[config.mk]
export PLATFORM = sky130hd
export DESIGN_NAME = multicycle_control
export DESIGN_NICKNAME = d
export VERILOG_FILES = /design/src/rtl/multicycle_control_pkg.sv /design/src/rtl/multicycle_control_alu_decode.sv /design/src/rtl/multicycle_control.sv
export SDC_FILE = /design/constraint.sdc
export NUM_CORES = 1
export LEC_CHECK = 0
export CORE_UTILIZATION = 27
export CTS_CLUSTER_SIZE = 14
export DETAILED_ROUTE_END_ITERATION = 10
export GPL_TIMING_DRIVEN = 0
export SLEW_MARGIN = 20
export SYNTH_ARGS = -nofsm -noshare
export SYNTH_HDL_FRONTEND = slang
export SYNTH_SLANG_ARGS = --single-unit
[constraint.sdc]
create_clock -name clk -period 5 [get_ports clk]
set_clock_uncertainty 0.05 [all_clocks]
set_input_delay 0.75 -clock clk [delete_from_list [all_inputs] [get_ports clk]]
set_output_delay 0.75 -clock clk [all_outputs]
set_load 0.01 [all_outputs]
[src/rtl/multicycle_control_pkg.sv]
// Shared encodings for the multicycle controller: FSM states, RV64 opcode and
// funct fields, ALU operation codes and decoded instruction classes.
package multicycle_control_pkg;

    typedef enum logic [2:0] {
        ST_FETCH  = 3'd0,
        ST_DECODE = 3'd1,
        ST_EXEC   = 3'd2,
        ST_MEM    = 3'd3,
        ST_WB     = 3'd4,
        ST_TRAP   = 3'd5
    } state_t;

    localparam logic [6:0] OPC_R   = 7'b0110011;
    localparam logic [6:0] OPC_I   = 7'b0010011;
    localparam logic [6:0] OPC_LD  = 7'b0000011;
    localparam logic [6:0] OPC_SD  = 7'b0100011;
    localparam logic [6:0] OPC_BEQ = 7'b1100011;

    localparam logic [2:0] F3_ADD  = 3'b000;
    localparam logic [2:0] F3_OR   = 3'b110;
    localparam logic [2:0] F3_AND  = 3'b111;
    localparam logic [2:0] F3_D    = 3'b011;
    localparam logic [2:0] F3_BEQ  = 3'b000;

    localparam logic [6:0] F7_BASE = 7'b0000000;
    localparam logic [6:0] F7_SUB  = 7'b0100000;

    localparam logic [3:0] ALU_ADD = 4'b0010;
    localparam logic [3:0] ALU_SUB = 4'b0110;
    localparam logic [3:0] ALU_AND = 4'b0000;
    localparam logic [3:0] ALU_OR  = 4'b0001;

    localparam logic [2:0] CLS_NONE = 3'd0;
    localparam logic [2:0] CLS_R    = 3'd1;
    localparam logic [2:0] CLS_I    = 3'd2;
    localparam logic [2:0] CLS_LD   = 3'd3;
    localparam logic [2:0] CLS_SD   = 3'd4;
    localparam logic [2:0] CLS_BEQ  = 3'd5;

    // IR value after reset: addi x0,x0,0 (nop)
    localparam logic [31:0] IR_RESET = 32'h00000013;

    // True for classes that need a data-memory phase
    function automatic logic is_mem_class(input logic [2:0] cls);
        return (cls == CLS_LD) || (cls == CLS_SD);
    endfunction

endpackage

[src/rtl/multicycle_control_alu_decode.sv]
// Combinational instruction decode: IR -> ALU op, ALU B-source select,
// instruction class and legality.
module multicycle_control_alu_decode
    import multicycle_control_pkg::*;
(
    input  logic [31:0] instruction,
    output logic [3:0]  alu_operation,
    output logic        alusrc,
    output logic [2:0]  op_class,
    output logic        legal
);

    logic [6:0] opcode_s;
    logic [2:0] funct3_s;
    logic [6:0] funct7_s;
    logic       unused_fields_s;

    assign opcode_s = instruction[6:0];
    assign funct3_s = instruction[14:12];
    assign funct7_s = instruction[31:25];
    assign unused_fields_s = ^{instruction[24:15], instruction[11:7]};

    // Classify the instruction and select ALU op / operand source
    always_comb begin
        alu_operation = ALU_ADD;
        alusrc        = 1'b0;
        op_class      = CLS_NONE;
        legal         = 1'b0;
        case (opcode_s)
            OPC_R: begin
                op_class = CLS_R;
                if (funct7_s == F7_BASE) begin
                    case (funct3_s)
                        F3_ADD:  begin alu_operation = ALU_ADD; legal = 1'b1; end
                        F3_AND:  begin alu_operation = ALU_AND; legal = 1'b1; end
                        F3_OR:   begin alu_operation = ALU_OR;  legal = 1'b1; end
                        default: legal = 1'b0;
                    endcase
                end else if ((funct7_s == F7_SUB) && (funct3_s == F3_ADD)) begin
                    alu_operation = ALU_SUB;
                    legal         = 1'b1;
                end else begin
                    legal = 1'b0;
                end
            end
            OPC_I: begin
                op_class = CLS_I;
                alusrc   = 1'b1;
                case (funct3_s)
                    F3_ADD:  begin alu_operation = ALU_ADD; legal = 1'b1; end
                    F3_AND:  begin alu_operation = ALU_AND; legal = 1'b1; end
                    F3_OR:   begin alu_operation = ALU_OR;  legal = 1'b1; end
                    default: legal = 1'b0;
                endcase
            end
            OPC_LD: begin
                op_class = CLS_LD;
                alusrc   = 1'b1;
                legal    = (funct3_s == F3_D);
            end
            OPC_SD: begin
                op_class = CLS_SD;
                alusrc   = 1'b1;
                legal    = (funct3_s == F3_D);
            end
            OPC_BEQ: begin
                op_class      = CLS_BEQ;
                alu_operation = ALU_SUB;
                legal         = (funct3_s == F3_BEQ);
            end
            default: legal = 1'b0;
        endcase
    end

endmodule

[src/rtl/multicycle_control.sv]
// Multicycle controller: FETCH/DECODE/EXEC/MEM/WB with a sticky TRAP state
// for illegal instructions. Holds the IR and the retired-instruction counter.
module multicycle_control
    import multicycle_control_pkg::*;
(
    input  logic        clk,
    input  logic        reset,
    output logic        imem_req,
    input  logic        imem_ready,
    input  logic [31:0] imem_rdata,
    output logic        dmem_req,
    output logic        dmem_we,
    input  logic        dmem_ready,
    output logic [31:0] instruction,
    input  logic        zero,
    output logic        memtoreg,
    output logic        pcsrc,
    output logic        alusrc,
    output logic        regwrite,
    output logic        pc_en,
    output logic [3:0]  alu_operation,
    output logic        illegal,
    output logic [31:0] instret
);

    state_t      state_r;
    state_t      next_s;
    logic [31:0] ir_r;
    logic [31:0] instret_r;

    logic [3:0]  dec_op_s;
    logic        dec_alusrc_s;
    logic [2:0]  dec_class_s;
    logic        dec_legal_s;

    logic        imem_req_s, dmem_req_s, dmem_we_s, memtoreg_s;
    logic        pcsrc_s, alusrc_s, regwrite_s, pc_en_s;
    logic [3:0]  alu_op_s;

    multicycle_control_alu_decode u_alu_decode (
        .instruction   (ir_r),
        .alu_operation (dec_op_s),
        .alusrc        (dec_alusrc_s),
        .op_class      (dec_class_s),
        .legal         (dec_legal_s)
    );

    // State register
    always_ff @(posedge clk or negedge reset) begin
        if (!reset) begin
            state_r <= ST_FETCH;
        end else begin
            state_r <= next_s;
        end
    end

    // Instruction register: loads only on an accepted fetch
    always_ff @(posedge clk or negedge reset) begin
        if (!reset) begin
            ir_r <= IR_RESET;
        end else if ((state_r == ST_FETCH) && imem_ready) begin
            ir_r <= imem_rdata;
        end else begin
            ir_r <= ir_r;
        end
    end

    // Retired-instruction counter; pc_en marks exactly one retire, wraps freely
    always_ff @(posedge clk or negedge reset) begin
        if (!reset) begin
            instret_r <= 32'd0;
        end else if (pc_en_s) begin
            instret_r <= instret_r + 32'd1;
        end else begin
            instret_r <= instret_r;
        end
    end

    // Next-state logic
    always_comb begin
        next_s = state_r;
        case (state_r)
            ST_FETCH:  next_s = imem_ready ? ST_DECODE : ST_FETCH;
            ST_DECODE: next_s = dec_legal_s ? ST_EXEC : ST_TRAP;
            ST_EXEC: begin
                if (dec_class_s == CLS_BEQ) begin
                    next_s = ST_FETCH;
                end else if (is_mem_class(dec_class_s)) begin
                    next_s = ST_MEM;
                end else begin
                    next_s = ST_WB;
                end
            end
            ST_MEM:    next_s = dmem_ready ? ST_FETCH : ST_MEM;
            ST_WB:     next_s = ST_FETCH;
            ST_TRAP:   next_s = ST_TRAP;
            default:   next_s = ST_FETCH;
        endcase
    end

    // Output decode; the fetch request is gated by reset so nothing is driven while held
    always_comb begin
        imem_req_s = 1'b0;
        dmem_req_s = 1'b0;
        dmem_we_s  = 1'b0;
        memtoreg_s = 1'b0;
        pcsrc_s    = 1'b0;
        alusrc_s   = 1'b0;
        regwrite_s = 1'b0;
        pc_en_s    = 1'b0;
        alu_op_s   = 4'b0000;
        case (state_r)
            ST_FETCH:  imem_req_s = reset;
            ST_DECODE: imem_req_s = 1'b0;
            ST_EXEC: begin
                alu_op_s = dec_op_s;
                alusrc_s = dec_alusrc_s;
                if (dec_class_s == CLS_BEQ) begin
                    pc_en_s = 1'b1;
                    pcsrc_s = zero;
                end else begin
                    pc_en_s = 1'b0;
                end
            end
            ST_MEM: begin
                alu_op_s   = dec_op_s;
                alusrc_s   = dec_alusrc_s;
                dmem_req_s = 1'b1;
                dmem_we_s  = (dec_class_s == CLS_SD);
                if (dmem_ready) begin
                    pc_en_s    = 1'b1;
                    regwrite_s = (dec_class_s == CLS_LD);
                    memtoreg_s = (dec_class_s == CLS_LD);
                end else begin
                    pc_en_s = 1'b0;
                end
            end
            ST_WB: begin
                alu_op_s   = dec_op_s;
                alusrc_s   = dec_alusrc_s;
                regwrite_s = 1'b1;
                pc_en_s    = 1'b1;
            end
            ST_TRAP:   pc_en_s = 1'b0;
            default:   pc_en_s = 1'b0;
        endcase
    end

    assign imem_req      = imem_req_s;
    assign dmem_req      = dmem_req_s;
    assign dmem_we       = dmem_we_s;
    assign memtoreg      = memtoreg_s;
    assign pcsrc         = pcsrc_s;
    assign alusrc        = alusrc_s;
    assign regwrite      = regwrite_s;
    assign pc_en         = pc_en_s;
    assign alu_operation = alu_op_s;
    assign instruction   = ir_r;
    assign instret       = instret_r;
    assign illegal       = (state_r == ST_TRAP);

endmodule

==> summary.txt, run 1 <==
Setup path
  – FF-to-FF End: instret[30]
  – R2R depth: 6
  – CP max stage delay: 0.56 ns
  – Worst setup path endpoint: alu_operation[0]
  – Buffers plus inverters on the worst setup path: 1
  – CP max FO: 3
  – WP depth: 6
  – FF-to-FF setup slack: 2.82 ns
  – Element type at the critical path start: register
  – Crit path from: instruction[28]
  – Critical path's top delay family: simple AND/OR/NAND/NOR gates
  – Slowest-stage cell, CP: clkdlybuf4s50_1
  – Setup crit end kind: primary output
  – Worst path required time: 4.20 ns
  – CP Class: register to primary output
  – CP cell instances: nor4_1 -> nand2_1 -> o21ai_0 -> nand4_1 -> nor3_1 -> clkdlybuf4s50_1
  – Crit path arrival time: 2.28 ns
  – Reg2reg start: instruction[1]

Power and ir drop
  – Combinational group share of total power: 0.345
  – Sw Ratio: 0.3014
  – Total chip power: 2.256 mW
  – Leak pwr: 1.909 nW
  – Clock power share: 0.270
  – Maximum vdd drop: 0.0002663 V
  – PD cells: 482.5 nW/um^2
  – NetSw: 679.8 uW
  – Share of power burned in registers: 0.385
  – Internal: 1.576 mW

Placed design
  – Hpwl dp: 5582 um
  – IO Port Bufs: 112
  – Global placement routability congestion: 0.7820

Clock network
  – CTS sink cnt: 67
  – CTS root buffer: clkbuf_16
  – CTS Buf Count: 9
  – H-tree depth: 3
  – CTS max path bufs: 2
  – CTS tree: built
  – CTS Hold Bufs: 0
  – Clk slew on worst S/H paths: 0.05 ns
  – Post-CTS Setup Bufs: 0
  – Clk_lat worst skew: 0.32 ns
  – Resized cells post-CTS: 0

Global routing
  – Met2 Use GR: 0.2288
  – Largest net degree at the start of global routing: 38
  – M1 GR Usage: 0.1788
  – GRT overflow: 0
  – First-pass GRT wire length: 12,700 um
  – Number of global-route vias before repair: 2,464
  – Grt peak-use layer: met2
  – Met3 Use GR: 0.05021
  – Total Routing Usage GR: 0.1400
  – Initial antenna violation count: 0

Timing
  – Final critical-path share of the clock period: 0.6166
  – RSZ-0062 raised after global routing: no
  – Slew Viols, Final: 0
  – FMAX: 324.4 MHz
  – Endpoints failing hold: 0
  – Min Tclk post-route: 3.083 ns
  – Setup-failing EPs final: 0

Synth
  – Warnings, synthesis: 0
  – Simple-Gate Fraction of Synth Area: 0.1693
  – Adder-Cell Fraction of Synth Area: 0.004070
  – Area of the mapped netlist: 3074 um^2
  – Cells after synthesis: 255
  – Most frequent cells after synthesis: dfrtp_1, mux2_2, xnor2_1
  – Syn avg cell area: 12.06 um^2
  – Syn nets: 293
  – EDFF count, synth: 0
  – Flops & latches, synth: 67
  – Post-synthesis mux area share: 0.1172
  – Synth async-reset ratio: 1.000
  – Sequential fraction of the synthesis area: 0.5466
  – Synth top area share: 0.5210
  – Cell accounting for the most synthesized area: dfrtp_1
  – Synth Area in Compound Gates: 0.04518
  – Synth top area cells: dfrtp_1, mux2_2, xnor2_1
  – Xor and xnor area share after synthesis: 0.08832
  – Post-synth top flop: dfrtp_1
  – Synth cell types: 43
  – Count leader, synth: dfrtp_1
  – Largest family of logic cells by synthesized area: simple AND/OR/NAND/NOR gates

Final layout
  – Area Overhead vs Synth: 52.06%
  – Seq. cell area: 1680 um^2
  – Antenna cell count: 0
  – Area occupied by multi-input gates: 1308 um^2
  – Final net count: 417
  – Final core utilization: 0.4256
  – Share of layout cells above drive strength 1: 0.1823
  – Fill count: 1,067

Drt
  – Drt wl/cell: 14.49 um
  – Total Wirelength: 7593 um
  – Pre-antenna DRT Iters: 4
  – DR iter-0 viols: 47
  – Vias post-DR: 2,397
  – Vias per cell: 4.574
  – Final ANT Viol Nets: 0
  – Remaining DRCs: 0

Floorplan
  – Core ar.: 10,980 um^2
  – Die W: 108.7 um
  – Die height: 108.7 um
  – IO Count: 114
  – Die area: 11,820 um^2
  – FP Rows: 38
  – Initial cell density of the core: 0.2799

Min path
  – Hold Crit Class: input port to asynchronous set/reset pin

Status
  – Status: finished, final reports clean

Flow run
  – Max cap viols: 0
## kinds of logic after synthesis
logic type / count (synthesis)
simple gates: 88
flops: 67
compound gates: 18
xor+xnor: 31
buf+inv: 17
other cells: 1
mux: 32
fa+ha+maj: 1
## worst min path at each step
stage	from	end	cells after the start
after global placement	instret[31]	instret[31]	1
after floorplan	reset	instret[0]	0
after detailed placement	instret[31]	instret[31]	1
after CTS	reset	instruction[8]	1
after global routing	reset	instruction[8]	1
final	reset	instruction[8]	1
## state kept, by name, indices dropped and copies added (netlist names)
| register | cells |
|---|---|
| instret | 32 |
| instruction | 32 |
| state_r | 3 |
## placed cells by master, fill, tap and decap left out, types with 3 or more instances in the layout
master,instances
buf_4,5
xnor2_1,28
nand3_1,19
inv_1,7
and4_1,5
and2_1,5
clkbuf_16,9
nor2_1,8
dfrtp_1,64
xor2_1,3
nand2_1,14
buf_2,6
dfstp_2,3
clkdlybuf4s50_1,111
and3_1,7
nand4_1,9
a21oi_1,3
mux2_2,32
clkinv_2,3
nor3_1,5
## layer usage
metal	up-vias	share of wire	wire length [um]
met2	70	0.48	3618
met1	1172	0.46	3485
li1	1153	-	-
met3	2	0.062	474
met4	0	0.0020	15
met5	-	0	0
## area by class of cell
type                    instances  share of cell area
plain buffers                  10             0.01285
clock buffers                  11             0.04979
clock inverters                 5             0.01151
inverters                       7            0.005621
multi-input cells             171              0.2797
flip-flops and latches         67              0.3595
well taps                     140             0.03747
repair buffers                113              0.2436
## worst reg2reg max path, cell delays in order (launching register included)
cell and delay (ns):
dfstp_2 0.55, and4bb_2 0.28, nand3_2 0.18, a211oi_2 0.42, buf_2 0.32, nand3_1 0.13, xnor2_1 0.14
## metrics by stage
stage                     instance area [um^2]  hold WS (ns)  setup WS (ns)  TNS (ns)  cells
after floorplan                           3074        0.4044          2.775         0    255
after global placement                    4370        0.4204        -0.2082   -0.2082    507
after detailed placement                  4388        0.4254          1.898         0    508
after CTS                                 4674        0.3228          1.855         0    524
after global routing                      4674        0.3492          1.548         0    524
final                                     4674        0.3189          1.917         0    524
## power groups by stage
stage,combinational [mW],clock (mW),sequential (mW)
after floorplan,0.272,0,0.925
after detailed placement,0.788,0,0.879
final,0.777,0.610,0.868
after CTS,0.792,0.633,0.871
after global routing,0.845,0.656,0.900
after global placement,0.776,0,0.872
Power figures use the tool's default switching activity.
==> inputs of run 2 (changes only) <==
- clock period: 5 -> 2.9 ns (I/O delays scaled with it)
==> run 2 against run 1 <==
Compared with the run above:
- non-clock buffer count unchanged
- register-to-register slack got worse by 2.1 ns
- routed wire length increased by 0.20%
- critical path depth decreased by 1
- power increased by 74%
- clock-buffer cell count unchanged
- sequential share of layout area decreased by 0.21 points
- worst hold slack got worse by 0.32 ns
- global-route usage unchanged
- via count decreased by 0.25%
- clock power increased by 72%
- setup slack got worse by 1.7 ns
- highest routed layer unchanged
==> summary.txt, run 2 (synthesis results as in run 1) <==
Status
  – Status: finished, final reports clean

Setup path
  – Setup crit end kind: primary output
  – CP Class: register to primary output
  – CP cell instances: and4bb_2 -> nand2b_1 -> nor2_2 -> and4_1 -> clkdlybuf4s50_1
  – Worst path required time: 2.41 ns
  – Critical path's top delay family: simple AND/OR/NAND/NOR gates
  – Buffers plus inverters on the worst setup path: 1
  – CP max stage delay: 0.56 ns
  – Slowest-stage cell, CP: clkdlybuf4s50_1
  – CP max FO: 4
  – Crit path arrival time: 2.16 ns
  – Element type at the critical path start: register

Clock network
  – CTS Buf Count: 9
  – Clk slew on worst S/H paths: 0.05 ns
  – H-tree depth: 3
  – CTS max path bufs: 2
  – Post-CTS Setup Bufs: 0
  – CTS root buffer: clkbuf_16
  – Clk_lat worst skew: 0.32 ns
  – CTS sink cnt: 67
  – CTS tree: built

Placed design
  – Dpl cells: 508
  – Setup WS pre-CTS: 0.4224 ns
  – Global placement routability congestion: 0.7820
  – IO Port Bufs: 112
  – Hpwl dp: 5582 um

Final layout
  – Final net count: 417
  – Share of layout cells above drive strength 1: 0.1901
  – Area Overhead vs Synth: 52.95%
  – Fill count: 1,067
  – Area occupied by multi-input gates: 1330 um^2
  – Layout Cells excl Fill: 524
  – Commonest non-fill, non-tap cell in the layout: clkdlybuf4s50_1
  – Most frequent cells in the layout: clkdlybuf4s50_1, dfrtp_1, mux2_2
  – Seq. cell area: 1680 um^2
  – Final core utilization: 0.4281
  – Antenna cell count: 0

Global routing
  – GRT overflow: 0
  – Initial antenna violation count: 0
  – Number of global-route vias before repair: 2,464
  – Total Routing Usage GR: 0.1400
  – Largest net degree at the start of global routing: 38
  – First-pass GRT wire length: 12,700 um

Floorplan
  – Die area: 11,820 um^2
  – Die W: 108.7 um
  – IO Count: 114
  – Core ar.: 10,980 um^2
  – Die height: 108.7 um
  – FP Rows: 38
  – Initial cell density of the core: 0.2799

Flow run
  – Max cap viols: 0

Timing
  – RSZ-0062 raised after global routing: no
  – Slew Viols, Final: 0
  – Setup TNS: 0 ns
  – Final setup margin: 0.2577 ns
  – Min Tclk post-route: 2.642 ns
  – Endpoints failing hold: 0
  – FMAX: 378.5 MHz
  – Final critical-path share of the clock period: 0.9111
  – Setup-failing EPs final: 0
  – Post-Route Hold Slack: 0.003626 ns

Power and ir drop
  – PD cells: 832.7 nW/um^2
  – Maximum vdd drop: 0.0004623 V
  – Leak pwr: 1.946 nW

Drt
  – DR iter-0 viols: 50
  – Remaining DRCs: 0
  – Final ANT Viol Nets: 0
  – Vias per cell: 4.563
  – Pre-antenna DRT Iters: 6
  – Total Wirelength: 7608 um
  – Drt wl/cell: 14.52 um
  – Vias post-DR: 2,391

Min path
  – Hold Crit Class: input port to asynchronous set/reset pin
run 2: area by class of cell:
cell class              instances  area share
plain buffers                  10     0.01277
clock buffers                  11     0.04949
clock inverters                 5     0.01144
inverters                       7    0.005588
multi-input cells             171      0.2829
flip-flops and latches         67      0.3574
well taps                     140     0.03725
repair buffers                113      0.2432
run 2: final timing paths:
check                                       to            from  slack (ns)  depth (start not counted)
worst max-delay path                  memtoreg  instruction[1]        0.26                          5
worst min register to register     instret[31]     instret[31]        0.42                          1
min in group clk                   instret[31]     instret[31]        0.42                          1
worst min-delay path            instruction[8]           reset       0.004                          1
max in group asynchronous       instruction[4]           reset        2.21                          2
worst max register to register     instret[30]  instruction[1]        0.75                          6
run 2: what timing repair did:
action                                 CTS  global route
hold buffers                             0             0
endpoints found under the hold margin    0             0
resized for setup                        0             6
setup endpoints to repair                0             4
run 2: power breakdown:
group	switching (mW)	total (mW)	internal (mW)
sequential	0.284	1.51	1.23
clock	0.389	1.05	0.663
combinational	0.518	1.35	0.832
run 2: routing by layer:
| layer | share of wire | global-route usage |
|---|---|---|
| met2 | 0.48 | 0.2288 |
| met1 | 0.46 | 0.1788 |
| met5 | 0 | 0 |
| met3 | 0.063 | 0.05021 |
| met4 | 0.0020 | 0.02606 |
run 2: metrics by stage:
stage	area [um^2]	power (mW)
2_1_floorplan	3074	2.063
3_3_place_gp	4370	2.842
3_5_place_dp	4388	2.875
4_1_cts	4674	3.959
5_1_grt	4702	4.166
6_report	4702	3.915
